### config.mk
export PLATFORM = sky130hd
export DESIGN_NAME = iob_cache_be_write
export DESIGN_NICKNAME = d
export VERILOG_FILES = /design/src/rtl/iob_cache_be_write_pkg.sv /design/src/rtl/iob_cache_be_wlane.sv /design/src/rtl/iob_cache_be_write.sv
export SDC_FILE = /design/constraint.sdc
export NUM_CORES = 1
export LEC_CHECK = 0
export ABC_CLOCK_PERIOD_IN_PS = 3200
export BUFFER_PORTS_ARGS = -buffer_cell sky130_fd_sc_hd__buf_2
export CAP_MARGIN = 0
export CORE_AREA = 5 5 151 153
export DETAILED_ROUTE_END_ITERATION = 10
export DIE_AREA = 0 0 156 158
export GPL_TIMING_DRIVEN = 1
export HOLD_SLACK_MARGIN = 0.12
export SLEW_MARGIN = 15
export SYNTH_ARGS = -nofsm -noshare
export SYNTH_HDL_FRONTEND = slang
export SYNTH_SLANG_ARGS = --single-unit
### constraint.sdc
create_clock -name clk_i -period 3.2 [get_ports clk_i]
set_input_delay 0.32 -clock clk_i [delete_from_list [all_inputs] [get_ports clk_i]]
set_output_delay 0.32 -clock clk_i [all_outputs]
set_load 0.02 [all_outputs]
### src/rtl/iob_cache_be_write_pkg.sv
// Shared definitions for the IOb cache back-end write channel:
// write-policy selectors and the channel FSM state type.
package iob_cache_be_write_pkg;

    localparam int WRITE_THROUGH = 0;
    localparam int WRITE_BACK    = 1;

    typedef enum logic [1:0] {
        IDLE    = 2'd0,
        WT_LOAD = 2'd1,
        WT_REQ  = 2'd2,
        WB_REQ  = 2'd3
    } be_write_state_t;

endpackage

### src/rtl/iob_cache_be_wlane.sv
// Places one front-end word onto the wider back-end bus: aligns the byte
// address, replicates the data across all lanes and shifts the strobes.
module iob_cache_be_wlane #(
    parameter int ADDR_W    = 24,
    parameter int DATA_W    = 32,
    parameter int BE_ADDR_W = 24,
    parameter int BE_DATA_W = 32
) (
    input  logic [ADDR_W-$clog2(DATA_W/8)-1:0] word_addr,
    input  logic [DATA_W-1:0]                  wdata,
    input  logic [DATA_W/8-1:0]                wstrb,
    output logic [BE_ADDR_W-1:0]               be_addr,
    output logic [BE_DATA_W-1:0]               be_wdata,
    output logic [BE_DATA_W/8-1:0]             be_wstrb
);

    localparam int BYTE_OFF_W = $clog2(DATA_W/8);
    localparam int BE_OFF_W   = $clog2(BE_DATA_W/8);
    localparam int R          = BE_DATA_W / DATA_W;
    localparam int R_W        = $clog2(R);
    localparam int STRB_W     = DATA_W / 8;
    localparam int BE_STRB_W  = BE_DATA_W / 8;

    localparam logic [BE_ADDR_W-1:0] ALIGN_MASK =
        ~((BE_ADDR_W'(1) << BE_OFF_W) - BE_ADDR_W'(1));

    assign be_addr  = (BE_ADDR_W'(word_addr) << BYTE_OFF_W) & ALIGN_MASK;
    assign be_wdata = {R{wdata}};

    // The lane index only exists when the back end is wider than a word.
    generate
        if (R == 1) begin : g_single_lane
            assign be_wstrb = wstrb;
        end else begin : g_multi_lane
            logic [R_W-1:0] lane;
            assign lane     = word_addr[R_W-1:0];
            assign be_wstrb = BE_STRB_W'(wstrb) << (32'(lane) * STRB_W);
        end
    endgenerate

endmodule

### src/rtl/iob_cache_be_write.sv
// Back-end write channel of the IOb cache: drains the write-through buffer
// or streams evicted dirty lines as IOb native write transactions.
module iob_cache_be_write
    import iob_cache_be_write_pkg::*;
#(
    parameter int ADDR_W        = 24,
    parameter int DATA_W        = 32,
    parameter int BE_ADDR_W     = 24,
    parameter int BE_DATA_W     = 32,
    parameter int WORD_OFFSET_W = 3,
    parameter int WRITE_POL     = WRITE_THROUGH
) (
    input  logic                                                     clk_i,
    input  logic                                                     rst_n_i,
    input  logic                                                     wtb_empty_i,
    output logic                                                     wtb_read_o,
    input  logic [ADDR_W-$clog2(DATA_W/8)+DATA_W+DATA_W/8-1:0]      wtb_data_i,
    input  logic                                                     wb_valid_i,
    input  logic [ADDR_W-$clog2(DATA_W/8)-WORD_OFFSET_W-1:0]        wb_addr_i,
    input  logic [DATA_W*(2**WORD_OFFSET_W)-1:0]                     wb_data_i,
    output logic                                                     wb_ready_o,
    output logic                                                     be_iob_avalid_o,
    output logic [BE_ADDR_W-1:0]                                     be_iob_addr_o,
    output logic [BE_DATA_W-1:0]                                     be_iob_wdata_o,
    output logic [BE_DATA_W/8-1:0]                                   be_iob_wstrb_o,
    input  logic                                                     be_iob_ready_i,
    output logic                                                     busy_o
);

    localparam int FE_ADDR_W  = ADDR_W - $clog2(DATA_W/8);
    localparam int STRB_W     = DATA_W / 8;
    localparam int LINE_W     = DATA_W * (2**WORD_OFFSET_W);
    localparam int R          = BE_DATA_W / DATA_W;
    localparam int BEATS      = (2**WORD_OFFSET_W) / R;
    localparam int BEAT_W     = (BEATS > 1) ? $clog2(BEATS) : 1;
    localparam int LINE_OFF_W = WORD_OFFSET_W + $clog2(DATA_W/8);
    localparam int BE_BYTES   = BE_DATA_W / 8;

    localparam logic [BEAT_W-1:0] LAST_BEAT = BEAT_W'(BEATS - 1);
    localparam logic IS_WT = (WRITE_POL == WRITE_THROUGH);
    localparam logic IS_WB = (WRITE_POL == WRITE_BACK);

    be_write_state_t state, state_nx;

    logic [BEAT_W-1:0]      beat;
    logic [BEAT_W-1:0]      beat_nx;
    logic [LINE_W-1:0]      line_q;
    logic                   load_wt;
    logic                   accept_wb;
    logic                   beat_adv;
    logic                   wt_done;
    logic                   wb_done;

    logic [FE_ADDR_W-1:0]   wtb_word_addr;
    logic [DATA_W-1:0]      wtb_wdata;
    logic [STRB_W-1:0]      wtb_wstrb;
    logic [BE_ADDR_W-1:0]   lane_addr;
    logic [BE_DATA_W-1:0]   lane_wdata;
    logic [BE_DATA_W/8-1:0] lane_wstrb;

    assign wtb_word_addr = wtb_data_i[FE_ADDR_W+DATA_W+STRB_W-1 -: FE_ADDR_W];
    assign wtb_wdata     = wtb_data_i[STRB_W +: DATA_W];
    assign wtb_wstrb     = wtb_data_i[STRB_W-1:0];
    assign beat_nx       = beat + 1'b1;

    iob_cache_be_wlane #(
        .ADDR_W    (ADDR_W),
        .DATA_W    (DATA_W),
        .BE_ADDR_W (BE_ADDR_W),
        .BE_DATA_W (BE_DATA_W)
    ) u_wlane (
        .word_addr (wtb_word_addr),
        .wdata     (wtb_wdata),
        .wstrb     (wtb_wstrb),
        .be_addr   (lane_addr),
        .be_wdata  (lane_wdata),
        .be_wstrb  (lane_wstrb)
    );

    always_ff @(posedge clk_i) begin
        if (!rst_n_i) begin
            state <= IDLE;
        end else begin
            state <= state_nx;
        end
    end

    // The FIFO pop is combinational so a completed write can chain straight
    // into the next entry; it is held off during reset so no entry is lost.
    always_comb begin
        state_nx   = state;
        wtb_read_o = 1'b0;
        load_wt    = 1'b0;
        accept_wb  = 1'b0;
        beat_adv   = 1'b0;
        wt_done    = 1'b0;
        wb_done    = 1'b0;
        case (state)
            IDLE: begin
                if (IS_WT) begin
                    if (!wtb_empty_i) begin
                        wtb_read_o = 1'b1;
                        state_nx   = WT_LOAD;
                    end
                end else if (wb_valid_i && !wb_ready_o) begin
                    accept_wb = 1'b1;
                    state_nx  = WB_REQ;
                end
            end
            WT_LOAD: begin
                load_wt  = 1'b1;
                state_nx = WT_REQ;
            end
            WT_REQ: begin
                if (be_iob_ready_i) begin
                    wt_done = 1'b1;
                    if (!wtb_empty_i) begin
                        wtb_read_o = 1'b1;
                        state_nx   = WT_LOAD;
                    end else begin
                        state_nx = IDLE;
                    end
                end
            end
            WB_REQ: begin
                if (be_iob_ready_i) begin
                    if (beat == LAST_BEAT) begin
                        wb_done  = 1'b1;
                        state_nx = IDLE;
                    end else begin
                        beat_adv = 1'b1;
                    end
                end
            end
            default: state_nx = IDLE;
        endcase
        if (!rst_n_i) begin
            wtb_read_o = 1'b0;
        end
    end

    // Back-end outputs are registered and only change on load, accept,
    // beat advance or completion, which keeps them stable across stalls.
    always_ff @(posedge clk_i) begin
        if (!rst_n_i) begin
            be_iob_avalid_o <= 1'b0;
            be_iob_addr_o   <= '0;
            be_iob_wdata_o  <= '0;
            be_iob_wstrb_o  <= '0;
            wb_ready_o      <= 1'b0;
            beat            <= '0;
            line_q          <= '0;
        end else begin
            wb_ready_o <= wb_done;
            if (load_wt) begin
                be_iob_avalid_o <= 1'b1;
                be_iob_addr_o   <= lane_addr;
                be_iob_wdata_o  <= lane_wdata;
                be_iob_wstrb_o  <= lane_wstrb;
            end else if (accept_wb) begin
                be_iob_avalid_o <= 1'b1;
                be_iob_addr_o   <= BE_ADDR_W'(wb_addr_i) << LINE_OFF_W;
                be_iob_wdata_o  <= wb_data_i[BE_DATA_W-1:0];
                be_iob_wstrb_o  <= '1;
                beat            <= '0;
                line_q          <= wb_data_i;
            end else if (beat_adv) begin
                be_iob_addr_o  <= be_iob_addr_o + BE_ADDR_W'(BE_BYTES);
                be_iob_wdata_o <= line_q[beat_nx*BE_DATA_W +: BE_DATA_W];
                beat           <= beat_nx;
            end else if (wt_done || wb_done) begin
                be_iob_avalid_o <= 1'b0;
            end
        end
    end

    assign busy_o = (state != IDLE)
                  | (IS_WT & !wtb_empty_i)
                  | (IS_WB & wb_valid_i & !wb_ready_o);

endmodule

Word-level counts from Yosys, hierarchy flattened
Cells that the tools add are included.
- RAM bits: 0
- bits in latches: 0
- word-level logic and storage cells: 60
- memories kept: 0
- flip-flop bits (word level): 67
- memory bits (read-only): 0
- input bits: 338
- $lt $le $gt $ge: 0
- muxes and demuxes: 27
- bitwise gates (word level): 3
- shift operators: 1
- divide/modulo/power cells: 0
- reduce and logical (&&, ||, !) cells: 10
- equality and inequality tests: 9
- multiply operators: 0
- $add $sub $neg: 2
- operator list (kind ; number):
    $shiftx A256 B9 Y32 const A ; 1
    $mux W32 ; 2
    $mux W24 ; 2
    $add A24 B3 Y24 const B ; 1
    $mux W1 ; 16
    $ne A2 B2 Y1 const B ; 5
    $mux W2 ; 4
    $pmux W2 S4 ; 1
    $reduce_bool A2 Y1 ; 3
    $eq A2 B2 Y1 const B ; 2
    $mux W4 ; 1
    $reduce_and A2 Y1 ; 2
    $reduce_and A4 Y1 ; 1
    $add A3 B1 Y3 const B ; 1
    $eq A3 B3 Y1 const B ; 1
    $eq A2 B1 Y1 const B ; 1
    $logic_not A2 Y1 ; 1
    $not A1 Y1 ; 2
    $pmux W1 S2 ; 1
    $reduce_or A2 Y1 ; 1
    $logic_not A1 Y1 ; 1
    $logic_or A1 B1 Y1 ; 1
    $or A1 B1 Y1 ; 1

Depth between registers and ports, before layout
Gate-level depths: netlist of the first run.
- word-level depth: 8
- depth in mapped cells: 8

Cells and area by module
A second synthesis of the first run with hierarchy kept.
- cells, all modules: 399
- area total of the unflattened synthesis: 3324.4 um^2
- modules (own cells, without submodules) (module ; area each (um^2) ; cells an instance ; instances):
    iob_cache_be_write ; 2870.3 ; 338 ; 1
    iob_cache_be_wlane ; 454.2 ; 61 ; 1

Worst setup path after synthesis of the first run
OpenSTA, ideal clock, no wires.
- path kind: register -> register
- from: register be_iob_addr_o[2]
- to: register be_iob_addr_o[22]
- period minus slack after synthesis: 2.146 ns
- data arrival time: 2.072 ns
- stages on the path, launching flop included: 6
- setup slack: 1.054 ns
- library setup time: 0.074 ns
- path through: dfxtp_1 > ha_1 > nand4_2 > or4_4 > or4_1 > a31oi_1
- longest elaborated chain between the ends: 3
- RTL lines (what ; RTL line ; RTL):
    start: declaration ; iob_cache_be_write.sv:23 ; output logic [BE_ADDR_W-1:0] be_iob_addr_o,
    start signal: assignment ; iob_cache_be_write.sv:157 ; be_iob_addr_o <= lane_addr;
    start signal: assignment ; iob_cache_be_write.sv:162 ; be_iob_addr_o <= BE_ADDR_W'(wb_addr_i) << LINE_OFF_W;
    start signal: assignment ; iob_cache_be_write.sv:168 ; be_iob_addr_o <= be_iob_addr_o + BE_ADDR_W'(BE_BYTES);
    $add A24 B3 Y24 ; iob_cache_be_write.sv:168 ;
    $mux W24 ; iob_cache_be_write.sv:167 ; end else if (beat_adv) begin
    $mux W24 ; iob_cache_be_write.sv:155 ; if (load_wt) begin
Every way passes these cells. The select of a mux whose other input is x is not followed.
A chain may end at the register's enable or synchronous reset.

Worst setup path after layout of the first run
- from: register beat[0]
- to: register be_iob_addr_o[16]
- longest elaborated chain between the ends: 5
- RTL lines (what ; RTL line ; RTL):
    start: declaration ; iob_cache_be_write.sv:45 ; logic [BEAT_W-1:0] beat;
    start signal: assignment ; iob_cache_be_write.sv:170 ; beat <= beat_nx;
    $eq A3 B3 Y1 ; iob_cache_be_write.sv:127 ; if (beat == LAST_BEAT) begin
    $mux W1 ; iob_cache_be_write.sv:127 ;
    $mux W1 ; iob_cache_be_write.sv:126 ; if (be_iob_ready_i) begin
    $mux W1 ; iob_cache_be_write.sv:98 ; case (state)
    $reduce_bool A2 Y1 (no line) ; -- ;
Every way passes these cells.

==> results of run 1 <==
==> state kept, by name, summed over array words and instances, names as in the netlist <==
name / cells
be_iob_addr_o: 22
be_iob_avalid_o: 1
be_iob_wdata_o: 32
be_iob_wstrb_o: 4
beat: 3
state: 2
wb_ready_o: 1
==> power by group <==
part | total, mW | leakage, nW | internal, mW | switching, mW
logic | 0.328 | 0.994 | 0.125 | 0.203
clock network | 1.00 | 0.142 | 0.609 | 0.394
registers | 0.913 | 0.531 | 0.858 | 0.0551
total | 2.24 | 1.67 | 1.59 | 0.651
==> cell usage in the layout (no fill, tap or decap), types with 2 or more instances in the layout <==
master        n
or2_2         2
a21oi_1      17
xor2_1        3
mux2_2        2
nor2_1       49
nand2_1      34
ha_1          3
clkinvlp_4    2
buf_2       123
dfxtp_1      65
nor4_1        6
o211ai_1      4
conb_1        2
o21ai_0       9
clkbuf_16     9
a22oi_1      36
inv_1         6
nand4_1       6
xnor2_1       4
nand4_2       2
clkinv_4      3
a311oi_1      3
a31oi_1       9
nand4b_1      3
or3_1         5
nor2b_1       2
a211oi_1      3
buf_4         8
nor3_1        5
or4_1         2
nand3_1      10
==> synthesized netlist by cell type (4+ instances only) <==
| library cell | instances |
|---|---|
| or3_1 | 5 |
| nand4_1 | 6 |
| a22oi_1 | 36 |
| nor4_1 | 6 |
| nand3_1 | 10 |
| o211ai_1 | 4 |
| buf_1 | 4 |
| dfxtp_1 | 65 |
| xnor2_1 | 4 |
| o21ai_0 | 10 |
| inv_1 | 6 |
| a21oi_1 | 17 |
| clkbuf_1 | 20 |
| a31oi_1 | 9 |
| nor2_1 | 49 |
| nand2_1 | 34 |
| nor3_1 | 5 |
==> stage by stage <==
step | hold slack, ns | worst slack [ns] | instances
floorplan | 0.440 | 1.05 | 340
global placement | 0.441 | 0.935 | 723
detailed placement | 0.447 | 0.915 | 723
CTS | 0.208 | 0.902 | 739
global route | 0.221 | 0.748 | 739
finish | 0.222 | 0.903 | 739
==> area by class of cell <==
type | count | area share [%]
clock buffer | 9 | 5.51
clock inverter | 7 | 1.96
inverter | 7 | 0.643
multi-input combinational | 240 | 34.9
sequential | 65 | 31.8
tap | 280 | 8.57
timing repair buffer | 131 | 16.5
==> worst reg2reg max path, stage by stage, from the launching register on <==
cell and delay [ns]:
dfxtp_1 0.32, ha_1 0.20, ha_1 0.26, nand4b_1 0.27, or4_1 0.67, or3_1 0.34
a31oi_1 0.15
==> final timing paths <==
check | to | slack (ns) | cells past startpoint
worst max-delay path | be_iob_addr_o[16] | 0.90 | 6
worst min-delay path | be_iob_wdata_o[23] | 0.22 | 3
worst max register to register | be_iob_addr_o[16] | 0.90 | 6
worst min register to register | be_iob_wstrb_o[3] | 0.45 | 2
==> logic make-up after synthesis <==
kind of cell / synth area share, %
other cells: 0.132
compound gates: 22.3
fa+ha+maj: 1.32
simple gates: 22.3
xor+xnor: 2.15
flops: 45.7
mux: 1.14
buf+inv: 4.96
==> per-layer routing <==
metal | track usage (%) | share of wire (%)
met5 | 0 | 0.68
met4 | 1.63 | 0.90
met3 | 4.57 | 9.5
met2 | 13.0 | 42
met1 | 11.6 | 47
==> summary.md, run 1 <==
| Metric | Value |
|---|---|
| Maximum vdd ir drop | `between 0.15 and 0.2 mV` |
| CP top delay family | `simple AND/OR/NAND/NOR gates` |
| DR vias | `2999` |
| Drt first pass iters | `4` |
| Gpl congestion | `0.724` |
| CTS tree | `built` |
| Post-DRT Antenna Nets | `0` |
| Post-synth top flop | `dfxtp_1` |
| Die height | `158 um` |
| Initial core utilization | `a little over an eighth` |
| Peak fanout along the critical path | `7` |
| Critical Path Source Type | `register` |
| Post-Syn Area | `around 0.0028 mm^2` |
| Initial antenna violation count | `6` |
| Multi-input logic area | `0.00143 mm^2` |
| Clk root buf | `clkbuf_16` |
| Final HPWL DP | `8670 um` |
| GRT Util Overall | `approximately 8.8%` |
| CP most frequent cell | `ha_1` |
| Post-route DRC | `0` |
| Synthesized area per cell | `around 8.4 um^2` |
| Share of layout cells above drive strength 1 | `34.6%` |
| Largest net degree at the start of global routing | `33` |
| Mapped Cells | `339` |
| End-of-flow core utilization | `19.1%` |
| Sequential fraction of the synthesis area | `45.7%` |
| Final hold vios | `0` |
| Relative slew slack | `47.0%` |
| Port bufs | `123` |
| Leak Pwr | `1.67 nW` |
| Number of distinct library cells after synthesis | `between 40 and 50` |
| DR iter-0 viols | `123` |
| Design area | `0.00409 mm^2` |
| Row cnt | `54` |
| Total of max-cap violations | `0` |
| Cts repair resizes | `0` |
| Setup Fix Bufs, Post-CTS | `0` |
| CP Cell Sequence | `ha_1, ha_1, nand4b_1, or4_1, or3_1, a31oi_1` |
| Ports | `approximately 400` |
| H-Tree Depth | `3` |
| Synth Register Bits | `between 60 and 70` |
| Register area | `0.00130 mm^2` |
| Clock sinks | `65` |
| Post-DR vias/cell | `4.06` |
| Die X | `156 um` |
| Total CTS buffers | `9` |
| Setup TNS | `0 ns` |
| Reg2reg start | `beat[0]` |
| Vias in the first global route | `2841` |
| Yosys top cell by area | `dfxtp_1` |
| Max stage delay cell, worst path | `or4_1` |
| Fillers | `2420` |
| Clock skew | `0.00697 ns` |
| Nets | `795` |
| # hold bufs at CTS | `0` |
| Core region area | `0.0214 mm^2` |
| Buf+Inv Stages, Crit Path | `0` |
| Yosys top cell area share | `~46%` |
| Cells taking the most area after synthesis | `dfxtp_1 (46%), a22oi_1 (9.5%), nor2_1 (6.5%)` |
| Final Max Tran Viols | `0` |
| PwrDens | `around 550 mW/mm^2` |
| RSZ-0062 raised after global routing | `no` |
| Hold_sp | `wtb_data_i[27]` |
| Fmax | `0.435 GHz` |
| Critical path class | `register to register` |
| CP required | `3.45 ns` |
| First-pass GRT wire length | `16800 um` |
| Post-synth EDFFs | `0` |
| Clock Latency Late Sink | `0.33 ns` |
| CP max stage delay | `0.67 ns` |
| Period utilization | `between 70% and 80%` |
| CP Capture Type | `register` |
| Routed length per instance | `15.1 um` |
| Clock slew at reported path FFs | `0.06 ns` |
| CP startpoint | `beat[0]` |
| Cell area after placement | `0.00378 mm^2` |
| Async set-reset flop share out of synthesis | `0%` |
| Final setup violation count | `0` |
| ANT cells | `0` |
| Gr ovfl total | `0` |
| YS warnings | `0` |
| Status | `completed` |
| Layout Area Growth over Synthesis | `43.5%` |
| Tot Pwr | `2.24 mW` |
| Total Routed Length | `11200 um` |
| Die area | `0.0246 mm^2` |
| Min-Delay Path Class | `input pin to register` |
| CP Data Arrival Time | `between 2 and 3 ns` |
| Fin crit period | `2.30 ns` |
| Least-Margin Pin Slew | `0.795 ns` |
| Max clock buf depth | `2` |
(Power assumes the default switching activity.)
==> run 2: changes to the inputs <==
--- a/config.mk
+++ b/config.mk
@@ -5,12 +5,13 @@
 export SDC_FILE = /design/constraint.sdc
 export NUM_CORES = 1
 export LEC_CHECK = 0
-export ABC_CLOCK_PERIOD_IN_PS = 3200
+export ABC_AREA = 1
+export ABC_CLOCK_PERIOD_IN_PS = 2090
 export BUFFER_PORTS_ARGS = -buffer_cell sky130_fd_sc_hd__buf_2
 export CAP_MARGIN = 0
-export CORE_AREA = 5 5 151 153
+export CORE_AREA = 5 5 153 155
 export DETAILED_ROUTE_END_ITERATION = 10
-export DIE_AREA = 0 0 156 158
+export DIE_AREA = 0 0 158 160
 export GPL_TIMING_DRIVEN = 1
 export HOLD_SLACK_MARGIN = 0.12
 export SLEW_MARGIN = 15
==> constraint.sdc (replaced) <==
create_clock -name clk_i -period 2.09 [get_ports clk_i]
set_input_delay 0.209 -clock clk_i [delete_from_list [all_inputs] [get_ports clk_i]]
set_output_delay 0.209 -clock clk_i [all_outputs]
set_load 0.02 [all_outputs]
==> run 2 against run 1 <==
Against the previous run: die area is 2.6% higher; via count increased by 15%; cell area up 11%; critical path depth increased by 3; count of clock-buffer cells in the layout is 2 higher; maximum frequency up 25%; synthesized cell count grew 34%; non-clock buffer count rose by 28; power grew 98%; critical endpoint is now be_iob_wdata_o[4].
==> summary.md, run 2 <==
| Metric | Value |
|---|---|
| Least-Margin Pin Slew | `0.587 ns` |
| Total of max-cap violations | `0` |
| Net Sw Frac | `between 30% and 40%` |
| # hold bufs at CTS | `28` |
| Hold_sp | `wtb_data_i[28]` |
| Maximum vdd ir drop | `0.442 mV` |
| Reg2reg setup slack | `0.25 ns` |
| Final Max Tran Viols | `0` |
| Fmax | `0.543 GHz` |
| Post-DR vias/cell | `just under 4` |
| Ports | `402` |
| Top post-synthesis cells by count | `nand2_1 (140), dfxtp_1 (65), nor2_1 (64)` |
| Mapped Cells | `454` |
| CP Data Arrival Time | `2.10 ns` |
| Routed length per instance | `approximately 13 um` |
| Fillers | `2415` |
| Nets | `942` |
| Number of distinct library cells after synthesis | `29` |
| Top-count cell post-synth | `nand2_1` |
| Gr ovfl total | `0` |
| Vias in the first global route | `3365` |
| Post-route DRC | `0` |
| PwrDens | `980 mW/mm^2` |
| Period utilization | `88.1%` |
| Die X | `between 150 and 200 um` |
| Post-DRT Antenna Nets | `0` |
| Commonest non-fill, non-tap cell in the layout | `nand2_1` |
| CP Capture Type | `register` |
| DR vias | `3456` |
| Max clock buf depth | `2` |
| Final setup violation count | `0` |
| Synth Register Bits | `65` |
| Setup TNS | `0 ns` |
| Yosys top cell area share | `42.4%` |
| Clock Latency Late Sink | `about 0.34 ns` |
| Hold EP | `be_iob_wdata_o[24]` |
| Initial core utilization | `~14%` |
| Reg power frac | `36.1%` |
| Comb pwr share | `31.4%` |
| Max reg flops | `32` |
| Sequential fraction of the synthesis area | `42.4%` |
| Clock sinks | `65` |
| Reg with most FFs | `be_iob_wdata_o` |
| Core region area | `around 0.022 mm^2` |
| Reg2reg start | `beat[0]` |
| Status | `completed` |
| CTS tree | `built` |
| Cells taking the most area after synthesis | `dfxtp_1 (42%), nand2_1 (17%), nor2_1 (7.8%)` |
| Worst r2r path cells | `9` |
| Largest registers | `be_iob_wdata_o x32, be_iob_addr_o x22, be_iob_wstrb_o x4` |
| Die height | `160 um` |
| Reg-to-reg critical path endpoint | `be_iob_wdata_o[4]` |
| Clk pwr share | `32.5%` |
| Initial antenna violation count | `9` |
| NetSw | `1.68 mW` |
| Share of layout cells above drive strength 1 | `26.6%` |
| Largest net degree at the start of global routing | `50` |
| Hold slack | `0.137 ns` |
| Gpl congestion | `about 0.8` |
| Internal cell power | `roughly 2.8 mW` |
| Post-synth EDFFs | `0` |
| Most frequent cells in the layout | `nand2_1 (140), buf_2 (123), dfxtp_1 (65), nor2_1 (64), a21oi_1 (44)` |
| Final hold vios | `0` |
| Async set-reset flop share out of synthesis | `0%` |
| Layout Area Growth over Synthesis | `47.9%` |
| ANT cells | `0` |
| Min-Delay Path Class | `input pin to register` |
| H-Tree Depth | `3` |
| Cts repair resizes | `0` |
| CP startpoint | `beat[0]` |
| Drt first pass iters | `5` |
| GRT Util Overall | `9.47%` |
| Port bufs | `about 120` |
| Setup Fix Bufs, Post-CTS | `0` |
| Critical path class | `register to register` |
| Critical Path Source Type | `register` |
| DR iter-0 viols | `212` |
| Relative slew slack | `between 60% and 70%` |
| Clk root buf | `clkbuf_16` |
| Yosys top cell by area | `dfxtp_1` |
| Leak Pwr | `1.99 nW` |
| Post-synth top flop | `dfxtp_1` |
| WHS Path Cells | `3` |
| Total CTS buffers | `9` |
| Row cnt | `54` |
| Die area | `0.0253 mm^2` |
| Post-Syn Area | `0.00307 mm^2` |
| YS warnings | `0` |
| RSZ-0062 raised after global routing | `no` |
| Total Routed Length | `around 12000 um` |
| Synthesized area per cell | `6.76 um^2` |
| Peak fanout along the critical path | `46` |
| Final HPWL DP | `just under 9000 um` |
| CP required | `2.35 ns` |
| Clock slew at reported path FFs | `0.06 ns` |
| Fin crit period | `1.84 ns` |
| First-pass GRT wire length | `roughly 19000 um` |
| Clock skew | `0.00832 ns` |
==> run 2: cell types whose count changed after synthesis, moves of 5 or more <==
cell / previous run / this run
nor2_2: 0 / 5
nor4_1: 6 / 1
nor2_1: 49 / 64
or3_1: 5 / 0
a22oi_1: 36 / 0
a21oi_1: 17 / 44
nand3_1: 10 / 33
inv_1: 6 / 25
buf_2: 2 / 8
clkbuf_1: 20 / 9
o21ai_0: 10 / 16
nand2_1: 34 / 140
==> run 2: power by group through the flow <==
stage	Clock [mW]	Sequential (mW)	Combinational (mW)
2_1_floorplan	0	1.81	0.710
3_3_place_gp	0	1.62	1.37
3_5_place_dp	0	1.63	1.38
4_1_cts	1.50	1.61	1.42
5_1_grt	1.55	1.64	1.56
6_report	1.45	1.61	1.40
==> run 2: worst max-delay path, stage by stage (launching register included) <==
cell and delay (ns):
dfxtp_1 0.35, ha_1 0.16, ha_1 0.14, inv_1 0.07, nand4_2 0.13, nand2_4 0.08, inv_4 0.37, buf_4 0.26
nand2_1 0.06, a21oi_1 0.13
==> run 2: through the flow <==
step | std cells | util [%] | power, mW | cell area (um^2) | worst slack, ns
2_1_floorplan | 455 | - | 2.52 | 3070 | 0.529
4_1_cts | 886 | 20.9 | 4.53 | 4540 | 0.239
3_3_place_gp | 842 | 18.3 | 2.99 | 3980 | 0.312
6_report | 886 | 20.9 | 4.45 | 4540 | 0.249
3_5_place_dp | 842 | 18.3 | 3.01 | 3980 | 0.262
5_1_grt | 886 | 20.9 | 4.76 | 4540 | 0.0929
==> run 2: logic make-up after synthesis <==
logic type | Yosys count | share of synthesized area, %
other cells | 1 | 0.122
fa+ha+maj | 3 | 1.22
compound gates | 76 | 13.3
simple gates | 254 | 34.4
xor+xnor | 2 | 0.571
buf+inv | 53 | 7.99
flops | 65 | 42.4
==> run 2: worst max-delay path by stage <==
stage | end | slack [ns] | cells past startpoint
3_5_place_dp | be_iob_wdata_o[4] | 0.26 | 9
2_1_floorplan | be_iob_addr_o[16] | 0.53 | 10
5_1_grt | be_iob_wdata_o[4] | 0.09 | 9
4_1_cts | be_iob_wdata_o[4] | 0.24 | 9
3_3_place_gp | be_iob_wdata_o[30] | 0.31 | 9
6_report | be_iob_wdata_o[4] | 0.25 | 9
==> run 2: per-layer routing <==
layer / vias to the layer above / routed length (um) / global-route usage, % / part of all wire (%)
met2: 137 / 5020 / 13.9 / 42
li1: 1761 / - / - / -
met3: 33 / 1120 / 4.36 / 9.5
met5: - / 110 / 0 / 0.93
met1: 1507 / 5330 / 12.1 / 45
met4: 18 / 297 / 3.64 / 2.5
==> run 2: layout make-up <==
type | instances | area (um^2) | area share [%]
Clock buffer | 11 | 253 | 5.56
Clock inverter | 5 | 30.0 | 0.661
Inverter | 29 | 111 | 2.45
Multi-Input combinational cell | 337 | 1530 | 33.6
Sequential cell | 65 | 1300 | 28.7
Tap cell | 280 | 350 | 7.71
Timing Repair Buffer | 159 | 968 | 21.3
